### config.mk
export PLATFORM = sky130hd
export DESIGN_NAME = mul_div_unit
export DESIGN_NICKNAME = d
export VERILOG_FILES = /design/src/rtl/mul_div_unit.sv
export SDC_FILE = /design/constraint.sdc
export NUM_CORES = 1
export LEC_CHECK = 0
export CAP_MARGIN = 10
export CELL_PAD_IN_SITES_DETAIL_PLACEMENT = 1
export CELL_PAD_IN_SITES_GLOBAL_PLACEMENT = 1
export CORE_UTILIZATION = 45
export DETAILED_ROUTE_END_ITERATION = 6
export GPL_TIMING_DRIVEN = 1
export PLACE_DENSITY_LB_ADDON = 0.25
export SETUP_SLACK_MARGIN = 0.4
export SLEW_MARGIN = 30
export SYNTH_ARGS = -nofsm -noshare
export SYNTH_HDL_FRONTEND = slang
export SYNTH_SLANG_ARGS = --single-unit
### constraint.sdc
create_clock -name clk -period 4.1 [get_ports clk]
set_clock_uncertainty 0.15 [all_clocks]
set_input_delay 0.615 -clock clk [delete_from_list [all_inputs] [get_ports clk]]
set_output_delay 0.615 -clock clk [all_outputs]
set_load 0.02 [all_outputs]
### src/rtl/mul_div_unit.sv
// Iterative RV32M multiply/divide unit: radix-2 shift-add multiply and restoring
// divide over WIDTH cycles, with sign fix-up and a one-cycle done pulse.
//
// state | meaning
// IDLE  | waiting for start; special divide cases resolve here straight to DONE
// CALC  | one shift-add / shift-subtract iteration per cycle, WIDTH iterations
// FIX   | sign correction and result selection, result register written
// DONE  | done pulse for one cycle, then back to IDLE
module mul_div_unit #(
  parameter int WIDTH = 32
) (
  input  logic             clk,
  input  logic             reset,
  input  logic             start,
  input  logic [2:0]       funct3,
  input  logic [WIDTH-1:0] a,
  input  logic [WIDTH-1:0] b,
  output logic             busy,
  output logic             done,
  output logic [WIDTH-1:0] result
);

  localparam int CW = $clog2(WIDTH);
  localparam int AW = 2 * WIDTH + 1;
  localparam logic [CW-1:0]    CNT_LAST = CW'(WIDTH - 1);
  localparam logic [WIDTH-1:0] SMIN     = {1'b1, {(WIDTH - 1){1'b0}}};

  typedef enum logic [1:0] {IDLE, CALC, FIX, DONE} state_t;

  state_t           state, state_nxt;
  logic [2:0]       op;
  logic             neg;
  logic [WIDTH-1:0] opnd;
  logic [AW-1:0]    acc;
  logic [CW-1:0]    cnt;

  // operand decode at accept time
  logic             is_div, a_sgn, b_sgn, a_neg, b_neg;
  logic [WIDTH-1:0] a_mag, b_mag;
  logic             div_zero, div_ovf, special, neg_in;
  logic [WIDTH-1:0] special_res;

  always_comb begin
    is_div   = funct3[2];
    a_sgn    = is_div ? ~funct3[0] : (funct3[1:0] == 2'b01 || funct3[1:0] == 2'b10);
    b_sgn    = is_div ? ~funct3[0] : (funct3[1:0] == 2'b01);
    a_neg    = a_sgn & a[WIDTH-1];
    b_neg    = b_sgn & b[WIDTH-1];
    a_mag    = a_neg ? -a : a;
    b_mag    = b_neg ? -b : b;
    div_zero = is_div && (b == '0);
    div_ovf  = is_div && !funct3[0] && (a == SMIN) && (b == '1);
    special  = div_zero | div_ovf;
    // remainder takes the dividend's sign, everything else the product of signs
    neg_in   = (is_div && funct3[1]) ? a_neg : (a_neg ^ b_neg);
    if (div_zero)
      special_res = funct3[1] ? a : '1;
    else
      special_res = funct3[1] ? '0 : a;
  end

  // one iteration of each loop
  logic [WIDTH:0]   mul_sum, div_diff;
  logic [AW-1:0]    mul_add, acc_mul, div_sh, acc_div;
  logic             div_borrow;

  always_comb begin
    mul_sum    = {1'b0, acc[2*WIDTH-1:WIDTH]} + {1'b0, opnd};
    mul_add    = acc[0] ? {mul_sum, acc[WIDTH-1:0]} : acc;
    acc_mul    = mul_add >> 1;
    div_sh     = {acc[AW-2:0], 1'b0};
    div_diff   = div_sh[AW-1:WIDTH] - {1'b0, opnd};
    div_borrow = div_sh[AW-1:WIDTH] < {1'b0, opnd};
    acc_div    = div_borrow ? div_sh : {div_diff, div_sh[WIDTH-1:1], 1'b1};
  end

  // sign fix-up and output selection
  logic [2*WIDTH-1:0] prod_fix;
  logic [WIDTH-1:0]   quo_fix, rem_fix, fix_res;

  always_comb begin
    prod_fix = neg ? -acc[2*WIDTH-1:0] : acc[2*WIDTH-1:0];
    quo_fix  = neg ? -acc[WIDTH-1:0] : acc[WIDTH-1:0];
    rem_fix  = neg ? -acc[2*WIDTH-1:WIDTH] : acc[2*WIDTH-1:WIDTH];
    if (op[2])
      fix_res = op[1] ? rem_fix : quo_fix;
    else if (op[1:0] == 2'b00)
      fix_res = prod_fix[WIDTH-1:0];
    else
      fix_res = prod_fix[2*WIDTH-1:WIDTH];
  end

  always_ff @(posedge clk) begin
    if (reset)
      state <= IDLE;
    else
      state <= state_nxt;
  end

  always_comb begin
    state_nxt = state;
    busy      = 1'b0;
    done      = 1'b0;
    case (state)
      IDLE: begin
        if (start)
          state_nxt = special ? DONE : CALC;
      end
      CALC: begin
        busy = 1'b1;
        if (cnt == CNT_LAST)
          state_nxt = FIX;
      end
      FIX: begin
        busy      = 1'b1;
        state_nxt = DONE;
      end
      DONE: begin
        done      = 1'b1;
        state_nxt = IDLE;
      end
      default: state_nxt = IDLE;
    endcase
  end

  always_ff @(posedge clk) begin
    if (reset) begin
      op     <= '0;
      neg    <= 1'b0;
      opnd   <= '0;
      acc    <= '0;
      cnt    <= '0;
      result <= '0;
    end else begin
      case (state)
        IDLE: begin
          if (start) begin
            op   <= funct3;
            neg  <= neg_in;
            cnt  <= '0;
            opnd <= is_div ? b_mag : a_mag;
            acc  <= {{(WIDTH + 1){1'b0}}, (is_div ? a_mag : b_mag)};
            if (special)
              result <= special_res;
          end
        end
        CALC: begin
          acc <= op[2] ? acc_div : acc_mul;
          cnt <= cnt + 1'b1;
        end
        FIX: result <= fix_res;
        default: ;
      endcase
    end
  end

endmodule

==> impl_metrics.yaml, run 1 <==
pwr:
  irDropWorstVdd_uv: 354
  power_per_unit_of_standard_cell_area_mw_per_mm2: 606
  leakage_power_summed_over_all_cells_nw: 7.00
logic_synthesis:
  yosys_register_bits: 140
  syn_area_per_cell_um2: 7.05
  synth_enable_flop_cells: 0
  ys_async_sr_fraction_pct: 0
  ys_dominant_reg_cell: "sky130_fd_sc_hd__dfxtp_1"
  ys_seq_area_share_pct: 18.2
  synth_nets: 2334
  synth_cell_type_count: 83
  synthCells: 2186
  synth.cell_area_mm2: 0.0154
  ys.warnings.count: 0
final_layout:
  fin_nets: 2412
  total_area_of_multi_input_combinational_cells_mm2: 0.0119
  areaGrowthSynthToFinish_pct: 17.8
  layout_commonest_cell: "sky130_fd_sc_hd__nand2_1"
  fillCellCount: 4247
  post_route_cells_drive_above_1_share_pct: 12.2
  mostFrequentLayoutCells: "sky130_fd_sc_hd__nand2_1 (253), sky130_fd_sc_hd__nor2_1 (211), sky130_fd_sc_hd__a21oi_1 (210)"
  ff_latch_area_mm2: 0.00281
  diodes: 0
grt:
  grt_antenna_before_repair: 1
  global_route_wire_length_before_repair_mm: 109
  grt.total_usage_pct: 40.4
  globalRoute.totalOverflow: 0
  grt_pass1_vias: 17766
  grt_start_max_net_pins: 79
clocking:
  clkTransAtPathRegs_ns: 0.07
  cts_htree_levels: 4
  tritoncts_clock_tree: "yes"
  cts_root_buf: "sky130_fd_sc_hd__clkbuf_16"
  clk_latency_ns: 0.45
  cts.sink_count: 140
  cts_inserted_buffers: 17
  cts_max_path_buffers: 2
setup_path:
  worstPathMaxFanout: 3
  timing.critical_path.arrival_ns: 3.83
  endpoint_type_of_the_worst_setup_path: "register"
  timing.critical_path.cells: "inv_1, ha_1, inv_1, fa_2, a21oi_2, o211ai_1, a41oi_2, buf_4, o21a_1, a211oi_2, a21oi_2, xnor2_1, mux2_2, a222oi_1, o21ai_1"
  start_kind: "register"
  path_delay_family: "compound AO/OA/AOI/OAI gates"
  cp.required_ns: 4.26
  worstSetupPathType: "register to register"
  crit_path_largest_cell_delay_ns: 0.41
  critPathSlowestCell: "sky130_fd_sc_hd__o211ai_1"
  cp_num_buf_inv: 3
routing:
  route.detailed.drc: 0
  wl_per_cell_um: 26.5
  routed_wire_length_mm: 72.2
  vias: 17962
  dr.first_iter.drc_count: 1798
  drt_pre_antenna_iters: 5
  post_drt_via_cell_ratio: 6.59
  route.antenna.remaining_nets: 0
timing:
  layout_min_cycle_time_ns: 3.67
  final-max-slew-violation-count: 0
  worstMarginPinSlew_ns: 0.939
  fmax_mhz: 273
  slew_headroom_pct: 37.0
  timing_hold_violations_final: 0
  timing.setup.tns_ns: 0
  finalCritPeriodShare_pct: 89.4
  grt_setup_unrepaired: "false"
  finalSetupViolations: 0
  fin_hold_ws_ns: 0.301
die:
  core_area_mm2: 0.0336
  floorplan.die.width_um: 187
  floorplan.io_pins: 104
  fp.dieH_um: 187
  std_cell_rows: 67
  floorplan.initialDensity_pct: 45.8
  floorplan.die_area_mm2: 0.0350
worst_hold_path:
  hold_path.class: "register to register"
place:
  port_buf_inserts: 103
  routabilityCongestion: 0.986
  dp_hpwl_mm: 56.1
flow_run:
  maxCapViolCount: 0
run_status:
  outcome: "finished clean"
[cell families (layout without fill, tap and decap cells)]
kind of cell	Yosys count	after routing	share of synthesized area (%)
XOR/XNOR	190	190	10.8
buffers and inverters	245	335	6.19
AND/OR/NAND/NOR	737	737	22.4
adder cells (fa/ha/maj)	101	101	7.93
multiplexers	65	65	4.49
AO/OA/AOI/OAI	708	708	30.0
flip-flops	140	140	18.2
[stage by stage]
stage / power (mW) / instance area (um^2) / std cells / setup WS, ns / utilization, %
finish: 11.0 / 18200 / 2724 / 0.433 / 54.0
global placement: 8.63 / 17300 / 2689 / -0.0213 / 51.5
floorplan: 6.46 / 15400 / 2186 / 0.628 / -
detailed placement: 8.84 / 17300 / 2689 / 0.0456 / 51.5
global route: 11.5 / 18200 / 2724 / 0.368 / 54.0
CTS: 10.7 / 18000 / 2720 / 0.402 / 53.4
[worst min-delay path, stage by stage (launching register included)]
cell                      delay (ns)
sky130_fd_sc_hd__dfxtp_1        0.31
sky130_fd_sc_hd__nand2_1        0.05
sky130_fd_sc_hd__a21oi_1        0.05
[cell type report]
| type | count | area share (%) |
|---|---|---|
| multi-input combinational | 1801 | 65.3 |
| sequential | 140 | 15.5 |
| timing repair buffer | 235 | 11.2 |
| tap | 448 | 3.09 |
| clock buffer | 19 | 2.49 |
| inverter | 69 | 1.43 |
| clock inverter | 12 | 1.01 |
[metal layers]
layer	vias up	GRT usage, %	routed length (um)
li1	8099	-	-
met1	8863	50.5	29500
met2	812	66.3	33100
met3	186	6.83	5380
met4	2	21.8	4200
met5	-	0	13
[sequential cells by signal (all words and copies together) (netlist names)]
signal and cells:
op 3, result 32, acc 65, opnd 32
state 2, cnt 5, neg 1
[final timing paths]
check              from    endpoint  slack [ns]  cells past startpoint
max             acc[31]     acc[58]        0.43                     15
min          result[21]  result[21]        0.30                      2
max reg2reg     acc[31]     acc[58]        0.43                     15
min reg2reg  result[21]  result[21]        0.30                      2
[where the power goes]
group          total (mW)  internal [mW]  leakage, nW  switching (mW)
logic                7.08           2.55         5.55            4.53
registers            2.16           1.65         1.14           0.509
clock network        1.76           1.05        0.306           0.704
[synthesized netlist by cell type (64+ instances only)]
master | count | area (um^2)
sky130_fd_sc_hd__nor2_1 | 214 | 803
sky130_fd_sc_hd__ha_1 | 76 | 951
sky130_fd_sc_hd__a21oi_1 | 215 | 1080
sky130_fd_sc_hd__o21ai_0 | 123 | 616
sky130_fd_sc_hd__dfxtp_1 | 140 | 2800
sky130_fd_sc_hd__clkbuf_1 | 158 | 593
sky130_fd_sc_hd__nand2_1 | 256 | 961
sky130_fd_sc_hd__inv_1 | 66 | 248
sky130_fd_sc_hd__xor2_1 | 89 | 780
sky130_fd_sc_hd__nor3_1 | 64 | 320
sky130_fd_sc_hd__a211oi_1 | 67 | 503
sky130_fd_sc_hd__xnor2_1 | 101 | 885
[timing repair]
action                                  CTS  global route
gates resized for setup                   4            41
pin swaps                                 0            10
hold buffers                              0             0
endpoints found under the setup margin    2            34
buffers inserted                          0             4
No activity file was read; power rests on OpenSTA's default activity.
==> inputs of run 2 (changes only) <==
--- a/config.mk
+++ b/config.mk
@@ -8,11 +8,13 @@
 export CAP_MARGIN = 10
 export CELL_PAD_IN_SITES_DETAIL_PLACEMENT = 1
 export CELL_PAD_IN_SITES_GLOBAL_PLACEMENT = 1
+export CORE_MARGIN = 8
 export CORE_UTILIZATION = 45
 export DETAILED_ROUTE_END_ITERATION = 6
 export GPL_TIMING_DRIVEN = 1
 export PLACE_DENSITY_LB_ADDON = 0.25
 export SETUP_SLACK_MARGIN = 0.4
+export SKIP_LAST_GASP = 1
 export SLEW_MARGIN = 30
 export SYNTH_ARGS = -nofsm -noshare
 export SYNTH_HDL_FRONTEND = slang
==> constraint.sdc (replaced) <==
create_clock -name clk -period 3.4 [get_ports clk]
set_clock_uncertainty 0.15 [all_clocks]
set_input_delay 0.51 -clock clk [delete_from_list [all_inputs] [get_ports clk]]
set_output_delay 0.51 -clock clk [all_outputs]
set_load 0.02 [all_outputs]
==> run 2 against run 1 <==
Compared with the run above:
- the run now ends with negative setup slack left
- first-iteration DRC count is 100% higher
- final cell count up 11%
- largest power group unchanged
- critical path depth decreased by 2
- critical path type unchanged
- clock power rose by 18%
==> impl_metrics.yaml, run 2 (same netlist as run 1, synthesis figures left out) <==
place:
  dp_cells: 2885
  dp_hpwl_mm: 61.0
  port_buf_inserts: 103
  routabilityCongestion: 1.02
timing:
  worstMarginPinSlew_ns: 1.17
  final-max-slew-violation-count: 0
  grt_setup_unrepaired: "true"
  finalSetupViolations: 22
  fin_hold_ws_ns: 0.307
  setup_slack_ns: -0.238
  finalCritPeriodShare_pct: 107
  layout_min_cycle_time_ns: 3.64
  timing_hold_violations_final: 0
  slew_headroom_pct: 22.3
  fmax_mhz: 275
final_layout:
  largestRegisters: "acc: 65 flops, opnd: 32 flops, result: 32 flops"
  layout_commonest_cell: "sky130_fd_sc_hd__buf_4"
  layout.cells.non_filler: 3024
  mostFrequentLayoutCells: "sky130_fd_sc_hd__buf_4 (368), sky130_fd_sc_hd__nand2_1 (231), sky130_fd_sc_hd__nor2_1 (193)"
  largest_register_ff_count: 65
  final_core_utilization_pct: 67.7
  fin_nets: 2708
  post_route_cells_drive_above_1_share_pct: 35.0
  fillCellCount: 3935
  areaGrowthSynthToFinish_pct: 47.8
  max_flop_register: "acc"
setup_path:
  worst-r2r-cell-count: 13
  endpoint_type_of_the_worst_setup_path: "register"
  cp.required_ns: 3.58
  cp-startpoint: "acc[1]"
  timing.rr.start: "acc[1]"
  start_kind: "register"
  r2r-end: "result[12]"
  ff_to_ff_setup_slack_ns: -0.24
  worstSetupPathType: "register to register"
  crit_path_end: "result[12]"
  timing.critical_path.arrival_ns: 3.82
  worstPathMaxFanout: 5
flow_run:
  maxCapViolCount: 0
routing:
  drt_pre_antenna_iters: 6
  dr.first_iter.drc_count: 3652
  route.antenna.remaining_nets: 0
  routed_wire_length_mm: 111
  vias: 22863
  post_drt_via_cell_ratio: 7.56
  route.detailed.drc: 0
  wl_per_cell_um: 36.8
die:
  floorplan.initialDensity_pct: 45.8
  floorplan.die_area_mm2: 0.0404
  floorplan.io_pins: 104
  core_area_mm2: 0.0336
  floorplan.die.width_um: 201
  fp.dieH_um: 201
  std_cell_rows: 67
run_status:
  outcome: "complete, but fails checks"
  failed_checks: "negative setup slack"
clocking:
  cts_root_buf: "sky130_fd_sc_hd__clkbuf_16"
  clk_latency_ns: 0.47
  cts.sink_count: 140
  clkTransAtPathRegs_ns: 0.07
  tritoncts_clock_tree: "yes"
  cts_htree_levels: 4
  cts_max_path_buffers: 2
  cts_inserted_buffers: 17
grt:
  grt_start_max_net_pins: 79
  grt_pass1_vias: 20774
  grt_antenna_before_repair: 7
  global_route_wire_length_before_repair_mm: 129
  globalRoute.totalOverflow: 0
  grt.total_usage_pct: 40.8
worst_hold_path:
  hold_path.class: "register to register"
pwr:
  power_per_unit_of_standard_cell_area_mw_per_mm2: 802
  leakage_power_summed_over_all_cells_nw: 9.09
  irDropWorstVdd_uv: 596
-- run 2: cell count changes in the layout (fill, tap and decap cells not counted), moves of 34 or more --
cell / previous run / this run
sky130_fd_sc_hd__buf_6: 2 / 38
sky130_fd_sc_hd__a21oi_1: 210 / 166
sky130_fd_sc_hd__ha_1: 75 / 41
sky130_fd_sc_hd__a21oi_2: 4 / 44
sky130_fd_sc_hd__buf_4: 130 / 368
sky130_fd_sc_hd__o21ai_0: 118 / 72
-- run 2: repair_timing --
item	4_1_cts	5_1_grt
buffers inserted	47	49
endpoints found under the setup margin	102	99
hold buffers	0	0
resized for setup	250	336
gates cloned	6	2
pin swaps	121	190
-- run 2: layout make-up --
| type | instances | area, um^2 | share of cell area (%) |
|---|---|---|---|
| Multi-Input combinational cell | 1802 | 13800 | 60.6 |
| Antenna cell | 3 | 7.51 | 0.0330 |
| Tap cell | 448 | 561 | 2.46 |
| Clock inverter | 14 | 160 | 0.703 |
| Sequential cell | 140 | 2870 | 12.6 |
| Clock buffer | 18 | 429 | 1.89 |
| Timing Repair Buffer | 530 | 4690 | 20.6 |
| Inverter | 69 | 264 | 1.16 |
-- run 2: power breakdown --
| part | internal (mW) | switching (mW) |
|---|---|---|
| clock network | 1.10 | 0.976 |
| registers | 2.01 | 0.567 |
| logic | 5.05 | 8.55 |
-- run 2: per-stage QoR --
| stage | instance area, um^2 | setup WS, ns | power [mW] | TNS (ns) |
|---|---|---|---|---|
| after floorplan | 15500 | 0.184 | 7.85 | 0 |
| after global placement | 18900 | -0.454 | 11.3 | -16.78 |
| after detailed placement | 18900 | -0.506 | 11.6 | -21.77 |
| after CTS | 20900 | 0.240 | 14.6 | 0 |
| after global routing | 22800 | -0.368 | 18.4 | -5.18 |
| final | 22800 | -0.238 | 18.3 | -2.92 |
-- run 2: worst min-delay path by stage --
stage / start / endpoint / slack, ns / cells past startpoint
detailed placement: result[28] / result[28] / 0.30 / 2
floorplan: opnd[23] / opnd[23] / 0.30 / 2
CTS: result[28] / result[28] / 0.31 / 2
global route: result[28] / result[28] / 0.33 / 2
finish: result[28] / result[28] / 0.31 / 2
global placement: result[11] / result[11] / 0.29 / 2
-- run 2: critical path, cell delays in order (launching register included) --
cell,delay [ns]
sky130_fd_sc_hd__dfxtp_2,0.34
sky130_fd_sc_hd__inv_2,0.09
sky130_fd_sc_hd__ha_4,0.14
sky130_fd_sc_hd__or3b_4,0.40
sky130_fd_sc_hd__nor4_4,0.62
sky130_fd_sc_hd__nand4_1,0.19
sky130_fd_sc_hd__or3_4,0.50
sky130_fd_sc_hd__buf_6,0.17
sky130_fd_sc_hd__o21ai_2,0.15
sky130_fd_sc_hd__xnor2_1,0.11
sky130_fd_sc_hd__a221oi_2,0.36
sky130_fd_sc_hd__nor3_2,0.07
sky130_fd_sc_hd__a21oi_1,0.13
sky130_fd_sc_hd__nor2_1,0.07
-- run 2: layer usage --
layer	vias up	global-route usage, %	routed length (um)
met2	2310	64.9	46000
met1	10885	48.2	36900
li1	8700	-	-
met3	958	10.1	16200
met4	10	27.1	12000
met5	-	0	123
